`config.mk`:
```
export PLATFORM = sky130hd
export DESIGN_NAME = shift_sched
export DESIGN_NICKNAME = d
export VERILOG_FILES = /design/src/rtl/shift_sched.sv
export SDC_FILE = /design/constraint.sdc
export NUM_CORES = 1
export LEC_CHECK = 0
export CORE_MARGIN = 2
export CORE_UTILIZATION = 56
export CTS_BUF_LIST = sky130_fd_sc_hd__clkbuf_2 sky130_fd_sc_hd__clkbuf_4 sky130_fd_sc_hd__clkbuf_8
export CTS_CLUSTER_DIAMETER = 120
export DETAILED_ROUTE_END_ITERATION = 16
export DONT_BUFFER_PORTS = 1
export HOLD_SLACK_MARGIN = 0.12
export PLACE_DENSITY = 0.71
export SLEW_MARGIN = 0
export SYNTH_ARGS = -nofsm -noshare
export SYNTH_HDL_FRONTEND = slang
export SYNTH_SLANG_ARGS = --single-unit
```
`constraint.sdc`:
```
create_clock -name clk -period 1.44 [get_ports clk]
set_input_delay 0.288 -clock clk [delete_from_list [all_inputs] [get_ports clk]]
set_output_delay 0.288 -clock clk [all_outputs]
set_load 0.005 [all_outputs]
```
`src/rtl/shift_sched.sv`:
```
// rtl/shift_sched.sv - round-robin scheduler sharing one 32-bit shifter between two requesters
// ROL is built from a left pass and a complementary right pass whose results are ORed.
module shift_sched (
    input  logic        clk,
    input  logic        rst_n,
    input  logic        req0_valid,
    output logic        req0_ready,
    input  logic [31:0] req0_data,
    input  logic [4:0]  req0_n,
    input  logic [1:0]  req0_op,
    input  logic        req1_valid,
    output logic        req1_ready,
    input  logic [31:0] req1_data,
    input  logic [4:0]  req1_n,
    input  logic [1:0]  req1_op,
    output logic [31:0] sh_in,
    output logic [4:0]  sh_n,
    output logic        sh_dir,
    output logic        sh_arith,
    input  logic [31:0] sh_out,
    output logic        resp_valid,
    input  logic        resp_ready,
    output logic [31:0] resp_data,
    output logic        resp_src,
    output logic        busy
);
    localparam logic [1:0] OP_ROL = 2'b10;
    localparam logic [1:0] OP_SRA = 2'b11;

    typedef enum logic [1:0] {IDLE, PASS1, PASS2, RESP} state_t;

    state_t      state;
    state_t      state_nx;
    logic        last_grant;
    logic        grant;
    logic        accept;
    logic        src_r;
    logic [31:0] data_r;
    logic [31:0] acc;
    logic [4:0]  n_r;
    logic [1:0]  op_r;

    // With both or neither port valid, the port not served last gets the grant.
    always_comb begin
        grant = ~last_grant;
        if (req0_valid && !req1_valid)
            grant = 1'b0;
        else if (req1_valid && !req0_valid)
            grant = 1'b1;
    end

    assign req0_ready = (state == IDLE) && !grant;
    assign req1_ready = (state == IDLE) && grant;
    assign accept     = (req0_valid && req0_ready) || (req1_valid && req1_ready);

    always_ff @(posedge clk or negedge rst_n) begin
        if (!rst_n)
            state <= IDLE;
        else
            state <= state_nx;
    end

    always_comb begin
        state_nx = state;
        case (state)
            IDLE:    if (accept) state_nx = PASS1;
            PASS1:   state_nx = (op_r == OP_ROL && n_r != 5'd0) ? PASS2 : RESP;
            PASS2:   state_nx = RESP;
            RESP:    if (resp_ready) state_nx = IDLE;
            default: state_nx = IDLE;
        endcase
    end

    always_comb begin
        sh_in      = 32'd0;
        sh_n       = 5'd0;
        sh_dir     = 1'b0;
        sh_arith   = 1'b0;
        resp_valid = 1'b0;
        resp_data  = 32'd0;
        resp_src   = 1'b0;
        busy       = (state != IDLE);
        case (state)
            PASS1: begin
                sh_in    = data_r;
                sh_n     = n_r;
                sh_dir   = op_r[0];
                sh_arith = (op_r == OP_SRA);
            end
            PASS2: begin
                // 32-n modulo 32: the right-shift half of the rotate
                sh_in  = data_r;
                sh_n   = 5'd0 - n_r;
                sh_dir = 1'b1;
            end
            RESP: begin
                resp_valid = 1'b1;
                resp_data  = acc;
                resp_src   = src_r;
            end
            default: ;
        endcase
    end

    always_ff @(posedge clk or negedge rst_n) begin
        if (!rst_n) begin
            last_grant <= 1'b1;
            src_r      <= 1'b0;
            data_r     <= 32'd0;
            n_r        <= 5'd0;
            op_r       <= 2'b00;
            acc        <= 32'd0;
        end else begin
            if (accept) begin
                last_grant <= grant;
                src_r      <= grant;
                data_r     <= grant ? req1_data : req0_data;
                n_r        <= grant ? req1_n : req0_n;
                op_r       <= grant ? req1_op : req0_op;
            end
            if (state == PASS1)
                acc <= sh_out;
            else if (state == PASS2)
                acc <= acc | sh_out;
        end
    end
endmodule

```
==> results of run 1 <==
-- cell families after synthesis --
logic type / share of synthesized area (%)
compound gates: 26.90
xor+xnor: 0.4421
fa+ha+maj: 2.210
buf+inv: 6.536
flops: 47.40
simple gates: 16.51
-- repair_timing --
action	4_1_cts
gates cloned	14
endpoints found under the hold margin	148
endpoints found under the setup margin	149
buffers inserted	36
hold buffers	73
pin swaps	15
gates resized for setup	87
-- stage by stage --
step	hold slack, ns	setup TNS (ns)	util [%]	cells
after floorplan	-0.007591	-0.4278	-	421
after CTS	-0.3918	-34.78	91.06	646
after detailed placement	-0.005726	-6.019	62.82	510
after global placement	-0.005824	-2.109	62.82	510
==> metrics, run 1 <==
top-count cell post-synth=dfrtp_1; CTS Buf Count=9; yosys warns=0; Die Wd=roughly 88 microns; sequential share of the synthesized area=around 47%; Initial Utilization=between 50 and 60%; largest net degree at the start of global routing=between 70 and 80; H-tree depth=3; most frequent cells after synthesis=74 x dfrtp_1, 65 x and2_1, 41 x a31oi_1, 41 x o21ai_0, 38 x a21oi_1; Worst EP Category=output port; stop err=[ERROR DPL-0038] Utilization greater than 100%, impossible to legalize; register bit count reported by yosys=between 70 and 80; Area after DPL=about 4300 sq um; Post-synth EDFFs=0; Stop stage=global routing (5_1_grt); root buf cell=clkbuf_8; I/O Pins=between 150 and 200; gpl congestion=0.9325; Gate Count Post-Synth=about 420; cell area after synthesis=just under 4000 sq um; cell taking the most area after synthesis=dfrtp_1; clock sink count=75; library cells used by synthesis=39; syn_area_per_cell=around 9.4 sq um; Main synth FF type=dfrtp_1; Post-Place Setup Slack=-0.1493 ns; status=aborted with a tool error; post-synth top area share=46.73%; Core Rows=30; port bufs=0; HPWL Detailed=a little under 7000 microns; Crit. endpoint post-GRT repair=sh_n[4]; Die Y=88.12 microns; Syn Nets=543; Area contributors post-synth=dfrtp_1 47%, and2_1 10%, a22o_1 7.1%; clock tree buffer depth=2; Post-synth ARST share=between 90% and 100%
==> run 2: changes to the inputs <==
==> config.mk (replaced) <==
export PLATFORM = sky130hd
export DESIGN_NAME = shift_sched
export DESIGN_NICKNAME = d
export VERILOG_FILES = /design/src/rtl/shift_sched.sv
export SDC_FILE = /design/constraint.sdc
export NUM_CORES = 1
export LEC_CHECK = 0
export CORE_MARGIN = 2
export CORE_UTILIZATION = 40
export DETAILED_ROUTE_END_ITERATION = 16
export DONT_BUFFER_PORTS = 1
export PLACE_DENSITY_LB_ADDON = 0.15
export SLEW_MARGIN = 0
export SYNTH_ARGS = -nofsm -noshare
export SYNTH_HDL_FRONTEND = slang
export SYNTH_SLANG_ARGS = --single-unit
==> constraint.sdc (replaced) <==
create_clock -name clk -period 1.9 [get_ports clk]
set_input_delay 0.38 -clock clk [delete_from_list [all_inputs] [get_ports clk]]
set_output_delay 0.38 -clock clk [all_outputs]
set_load 0.005 [all_outputs]
==> run 2 against run 1 <==
  * The flow now finishes, with violations (hold timing, setup timing)
  * Synthesized area stayed put
  * Synthesized cell count stayed put
==> metrics, run 2 <==
clk_lat worst skew=around 0.36 ns; Area contributors post-synth=dfrtp_1 47%, and2_1 10%, a22o_1 7.1%; cell taking the most area after synthesis=dfrtp_1; HPWL Detailed=7608 microns (+10%); post-synth top area share=46.73% (unchanged); most frequent cells after synthesis=74 x dfrtp_1, 65 x and2_1, 41 x a31oi_1, 41 x o21ai_0, 38 x a21oi_1; area grow syn2layout=18.44%; dpl cells=529 (+3.7%); Post-Place Setup Slack=0.1553 ns (+0.3047 ns); CTS Buf Count=9 (unchanged); DR iter-0 viols=~190; Detail Route Antenna Nets=0; P_leak=1.973 nW; total congestion overflow=0; FMAX=513.8 MHz; Die Y=103.5 microns (+17%); clock tree buffer depth=2 (unchanged); post-route worst setup slack=-0.04629 ns; crit path kind=flip-flop to output port; final setup fails=3; vias per cell=around 5.8; layout net count=around 560; Main synth FF type=dfrtp_1; Gate Count Post-Synth=421 (unchanged); H-tree depth=3 (unchanged); wire per inst=20.65 microns; Hold Violations, Final=75; drt total wl=approximately 12000 microns; CP endpoint kind=output port; Syn Nets=543 (unchanged); Total Routing Usage GR=20.78%; initial antenna violation count=0; yosys warns=0 (unchanged); clock sink count=75 (unchanged); CP Data Required Time=~1.5 ns; Slew Limit Fails=0; root buf cell=clkbuf_8; registers with the most flip-flops=acc: 32 flops, data_r: 32 flops, n_r: 5 flops; crit path DAT=~1.6 ns; status=finished, violations left; register bit count reported by yosys=75 (unchanged); worst slew pin tran=roughly 1.1 ns; gpl congestion=0.8023 (-14%); routed vias=roughly 3.3k; worst hold slack=-0.2885 ns; port bufs=0 (unchanged); share of layout cells above drive strength 1=25.00%; I/O Pins=191 (unchanged); clock-pin slew on the worst setup and hold paths=0.10 ns; maxcap violations=0; CP startpoint kind=flip-flop; most common cell after layout, fill and taps aside=dfrtp_1; Initial Utilization=40.92% (-17 points); syn_area_per_cell=9.412 sq um (unchanged); Clock Skews=about 0.015 ns; top-count cell post-synth=dfrtp_1; crit-path max FO=2; failing checks=hold timing, setup timing; Post-Layout Cell Count=about 570; CTS tree=yes; Area after DPL=4050 sq um (-5.6%); vias in the first global route=3255; sequential share of the synthesized area=47.40% (unchanged); Antenna diodes=0; RSZ-0062 raised after global routing=true; Die Wd=103.5 microns (+17%); Post-synth EDFFs=0 (unchanged); Power Dens Cells=~2100 nW/um^2; Die ar.=10720 sq um; fin crit share=102.4%; cell area after synthesis=3963 sq um (unchanged); Core Rows=36 (+20%); largest net degree at the start of global routing=76; most frequent cells in the layout=74 x dfrtp_1, 41 x a31oi_1, 40 x o21ai_0, 38 x and2_1, 38 x a21oi_1; DR pass1 iterations=4; Post-synth ARST share=100.0% (unchanged); Remaining DRCs=0; Peak VDD IR=between 700 and 800 uV; Final Cell Area=4693 sq um; first-pass GRT wire length=roughly 18000 microns; Tmin final=1.946 ns; core area=9684 sq um; Slew headroom=approximately a quarter; library cells used by synthesis=39 (unchanged); Hold Path Class=input port to asynchronous set/reset pin
[run 2: cell counts after synthesis]
Identical to the previous run, type by type.
[run 2: worst paths after layout]
kind	end	depth (start not counted)	from	slack [ns]
min in group clk	last_grant	1	req0_valid	0.12
hold / removal	acc[15]	0	rst_n	-0.29
hold reg to reg	acc[29]	1	acc[29]	0.50
setup reg to reg	data_r[19]	4	last_grant	0.23
setup / recovery	sh_n[4]	6	n_r[1]	-0.05
max in group asynchronous	last_grant	0	rst_n	1.98
[run 2: stage by stage]
stage | util [%] | TNS [ns] | total power [mW]
after floorplan | - | 0 | 6.038
after global placement | 41.82 | 0 | 7.035
after detailed placement | 41.82 | 0 | 7.106
after CTS | 44.91 | -0.08191 | 8.611
after global routing | 48.46 | -1.240 | 10.80
final | 48.46 | -0.06374 | 10.07
[run 2: repair_timing]
item | in CTS | in global routing
gates resized for setup | 14 | 48
pin swaps | 4 | 1
gates cloned | 0 | 3
setup endpoints to repair | 43 | 71
setup buffers | 8 | 17
hold endpoints to repair | 75 | 75
[run 2: metal layers]
metal | GRT usage [%] | wire length, microns | vias to the layer above
li1 | - | - | 1518
met2 | 33.11 | 5697 | 134
met4 | 7.336 | 192 | 0
met5 | 0 | 0 | -
met1 | 28.24 | 5301 | 1660
met3 | 4.279 | 639 | 16
[run 2: logic make-up after synthesis]
kind of cell	after synthesis	share of synthesized area (%)
AO/OA/AOI/OAI	167	26.90
XOR/XNOR	2	0.4421
adder cells (fa/ha/maj)	7	2.210
buffers and inverters	50	6.536
flip-flops	75	47.40
AND/OR/NAND/NOR	120	16.51
[run 2: cell type report]
cell class / count / area (sq um)
fill: 924 / 4991
clock buffer: 9 / 123.9
tap: 133 / 166.4
inverter: 8 / 30.03
sequential: 75 / 1878
multi-input combinational: 296 / 1984
timing repair buffer: 45 / 452.9
clock inverter: 7 / 57.56
[run 2: critical path, cell delays in order, from the launching register on]
cell	delay, ns
dfrtp_1	0.37
inv_2	0.06
ha_4	0.15
nor3b_2	0.14
ha_1	0.30
a22oi_2	0.11
nor2b_1	0.08
[run 2: where the power goes]
group / internal (mW) / switching [mW] / leakage [nW]
Combinational: 3.20 / 2.82 / 1.07
Sequential: 2.41 / 0.478 / 0.821
Clock: 0.492 / 0.668 / 0.0833
Total: 6.10 / 3.97 / 1.97
(Power assumes the default switching activity.)
==> run 3: changes to the inputs <==
==> constraint.sdc (replaced) <==
create_clock -name clk -period 1.9 [get_ports clk]
set_input_delay 0.475 -clock clk [delete_from_list [all_inputs] [get_ports clk]]
set_output_delay 0.475 -clock clk [all_outputs]
set_load 0.005 [all_outputs]
==> run 3 against run 2 <==
  * The flow still finishes with violations (hold timing, setup timing)
  * Worst setup slack got worse by 0.18 ns
  * Design area increased by 3.9%
  * Sequential power about the same
  * Die area unchanged
  * Maximum frequency decreased by 8.5%
  * Sequential share of layout area decreased by 1.5 points
  * Non-clock buffer count increased by 6
  * Critical path type unchanged
  * Critical endpoint unchanged
  * Largest power group unchanged
==> metrics, run 3 (same netlist as run 2, synthesis figures left out) <==
status=finished, violations left; failing checks=hold timing, setup timing; Hold Violations, Final=74 (-1.3%); CTS Buf Count=9 (unchanged); initial antenna violation count=0 (unchanged); Detail Route Antenna Nets=0 (unchanged); Peak VDD IR=1230 uV (+55%); Worst path slowest cell=dfrtp_1; total congestion overflow=0 (unchanged); Antenna diodes=0 (unchanged); CP bufs+invs=3 (+2); RSZ-0062 raised after global routing=true; crit path DAT=1.65 ns (+0.08 ns); Reg-to-Reg Start=state[1]; routed vias=3380 (+1.6%); I/O Pins=191 (unchanged); worst-case reg-to-reg path depth=7 (+3); drt total wl=12470 microns (+5.4%); Core Rows=36 (unchanged); dpl cells=532 (+0.57%); crit-path max FO=5 (+3); CTS tree=yes; Power Dens Cells=2243 nW/um^2 (+4.5%); final setup fails=38 (+35); filler instances=903 (-2.3%); share of layout cells above drive strength 1=30.72% (+5.7 points); Hold Path Class=input port to asynchronous set/reset pin; clk_lat worst skew=0.35 ns (about the same); Post-Place Setup Slack=0.07549 ns (-0.07985 ns); fin crit share=112.0% (+9.6 points); CP Cell Sequence=inv_2 -> ha_4 -> buf_6 -> buf_6 -> nor2b_1; registers with the most flip-flops=acc: 32 flops, data_r: 32 flops, n_r: 5 flops; Die ar.=10720 sq um (unchanged); CP Data Required Time=1.42 ns (-0.10 ns); FMAX=469.9 MHz (-8.5%); vias per cell=5.838 (+0.51%); first-pass GRT wire length=18950 microns (+6.3%); Tmin final=2.128 ns (+0.1816 ns); Worst R2R End=acc[21]; Crit path top cell by count=buf_6; clock-pin slew on the worst setup and hold paths=0.09 ns (about the same); Multi-input gate area=2072 sq um (+4.4%); Die Y=103.5 microns (unchanged); Clock Skews=0.01230 ns (-0.002437 ns); core area=9684 sq um (unchanged); Crit path depth=5 (-1); wire per inst=21.54 microns (+4.3%); port bufs=0 (unchanged); P_leak=2.072 nW (+5.0%); critical path's top delay family=flip-flops; largest net degree at the start of global routing=76 (unchanged); clock sink count=75 (unchanged); most common cell after layout, fill and taps aside=dfrtp_1; worst hold slack=-0.1856 ns (+0.1029 ns); Initial Utilization=40.92% (unchanged); H-tree depth=3 (unchanged); Total Routing Usage GR=22.32% (+1.5 points); vias in the first global route=3338 (+2.5%); root buf cell=clkbuf_8; Slew headroom=64.33% (+40 points); Remaining DRCs=0 (unchanged); layout net count=563 (+1.1%); post-route worst setup slack=-0.2279 ns (-0.1816 ns); DR pass1 iterations=4 (unchanged); area grow syn2layout=23.08%; Crit path largest cell delay=0.40 ns (+0.03 ns); CP startpoint kind=flip-flop; CP endpoint kind=output port; clock tree buffer depth=2 (unchanged); crit path kind=flip-flop to output port; r2r setup slk=0.21 ns (-0.02 ns); maxcap violations=0 (unchanged); Post-Layout Cell Count=579 (+1.0%); worst slew pin tran=0.5345 ns (-0.5923 ns); gpl congestion=0.8359 (+4.2%); Reg area=1878 sq um (unchanged); Die Wd=103.5 microns (unchanged); HPWL Detailed=7656 microns (+0.62%); Slew Limit Fails=0 (unchanged); DR iter-0 viols=186 (-1.1%); most frequent cells in the layout=74 x dfrtp_1, 42 x and2_4, 41 x a31oi_1, 40 x o21ai_0, 37 x a21oi_1
run 3: changes by cell type in the layout (fill, tap and decap cells not counted), sizes merged:
cell	delta
buf	+9
clkbuf	-3
clkinvlp	-2
bufinv	+1
clkinv	+1
run 3: area by class of cell:
class,count,share of cell area [%]
Timing Repair Buffer,51,10.77
Tap cell,133,3.412
Inverter,8,0.6157
Multi-Input combinational cell,296,42.48
Clock inverter,7,1.668
Clock buffer,9,2.540
Sequential cell,75,38.51
run 3: worst max-delay path by stage:
stage             start  endpoint  slack [ns]
5_1_grt          n_r[1]   sh_n[4]       -0.29
3_3_place_gp     n_r[0]   sh_n[4]        0.12
2_1_floorplan  state[0]   sh_n[3]        0.08
6_report       state[1]   sh_n[4]       -0.23
3_5_place_dp     n_r[0]   sh_n[4]        0.08
4_1_cts          n_r[0]   sh_n[4]       -0.17
run 3: stage by stage:
stage	utilization (%)	TNS, ns	power, mW	area (sq um)
after CTS	49.03	-3.217	10.64	4748
after detailed placement	42.05	0	7.135	4073
after floorplan	-	0	6.038	3963
after global placement	42.05	0	7.054	4073
final	50.36	-4.926	10.94	4877
after global routing	50.36	-7.010	11.68	4877
run 3: routing by layer:
metal  vias to the layer above  track usage, %  wire [microns]
met4                         0           7.819             280
li1                       1537               -               -
met2                       150           36.09            6113
met1                      1671           30.13            5376
met5                         -               0               0
met3                        22           4.279             702
run 3: power by group:
part	switching, mW	internal [mW]	leakage (nW)	total [mW]
clock	0.662	0.628	0.101	1.29
sequential	0.502	2.41	0.821	2.91
combinational	3.11	3.63	1.15	6.74
run 3: repair_timing:
action                     in CTS  in global routing
setup buffers                  19                  8
hold endpoints to repair       75                 75
gates cloned                    6                  0
gates resized for setup        68                 27
pin swaps                       4                  3
setup endpoints to repair      74                 74
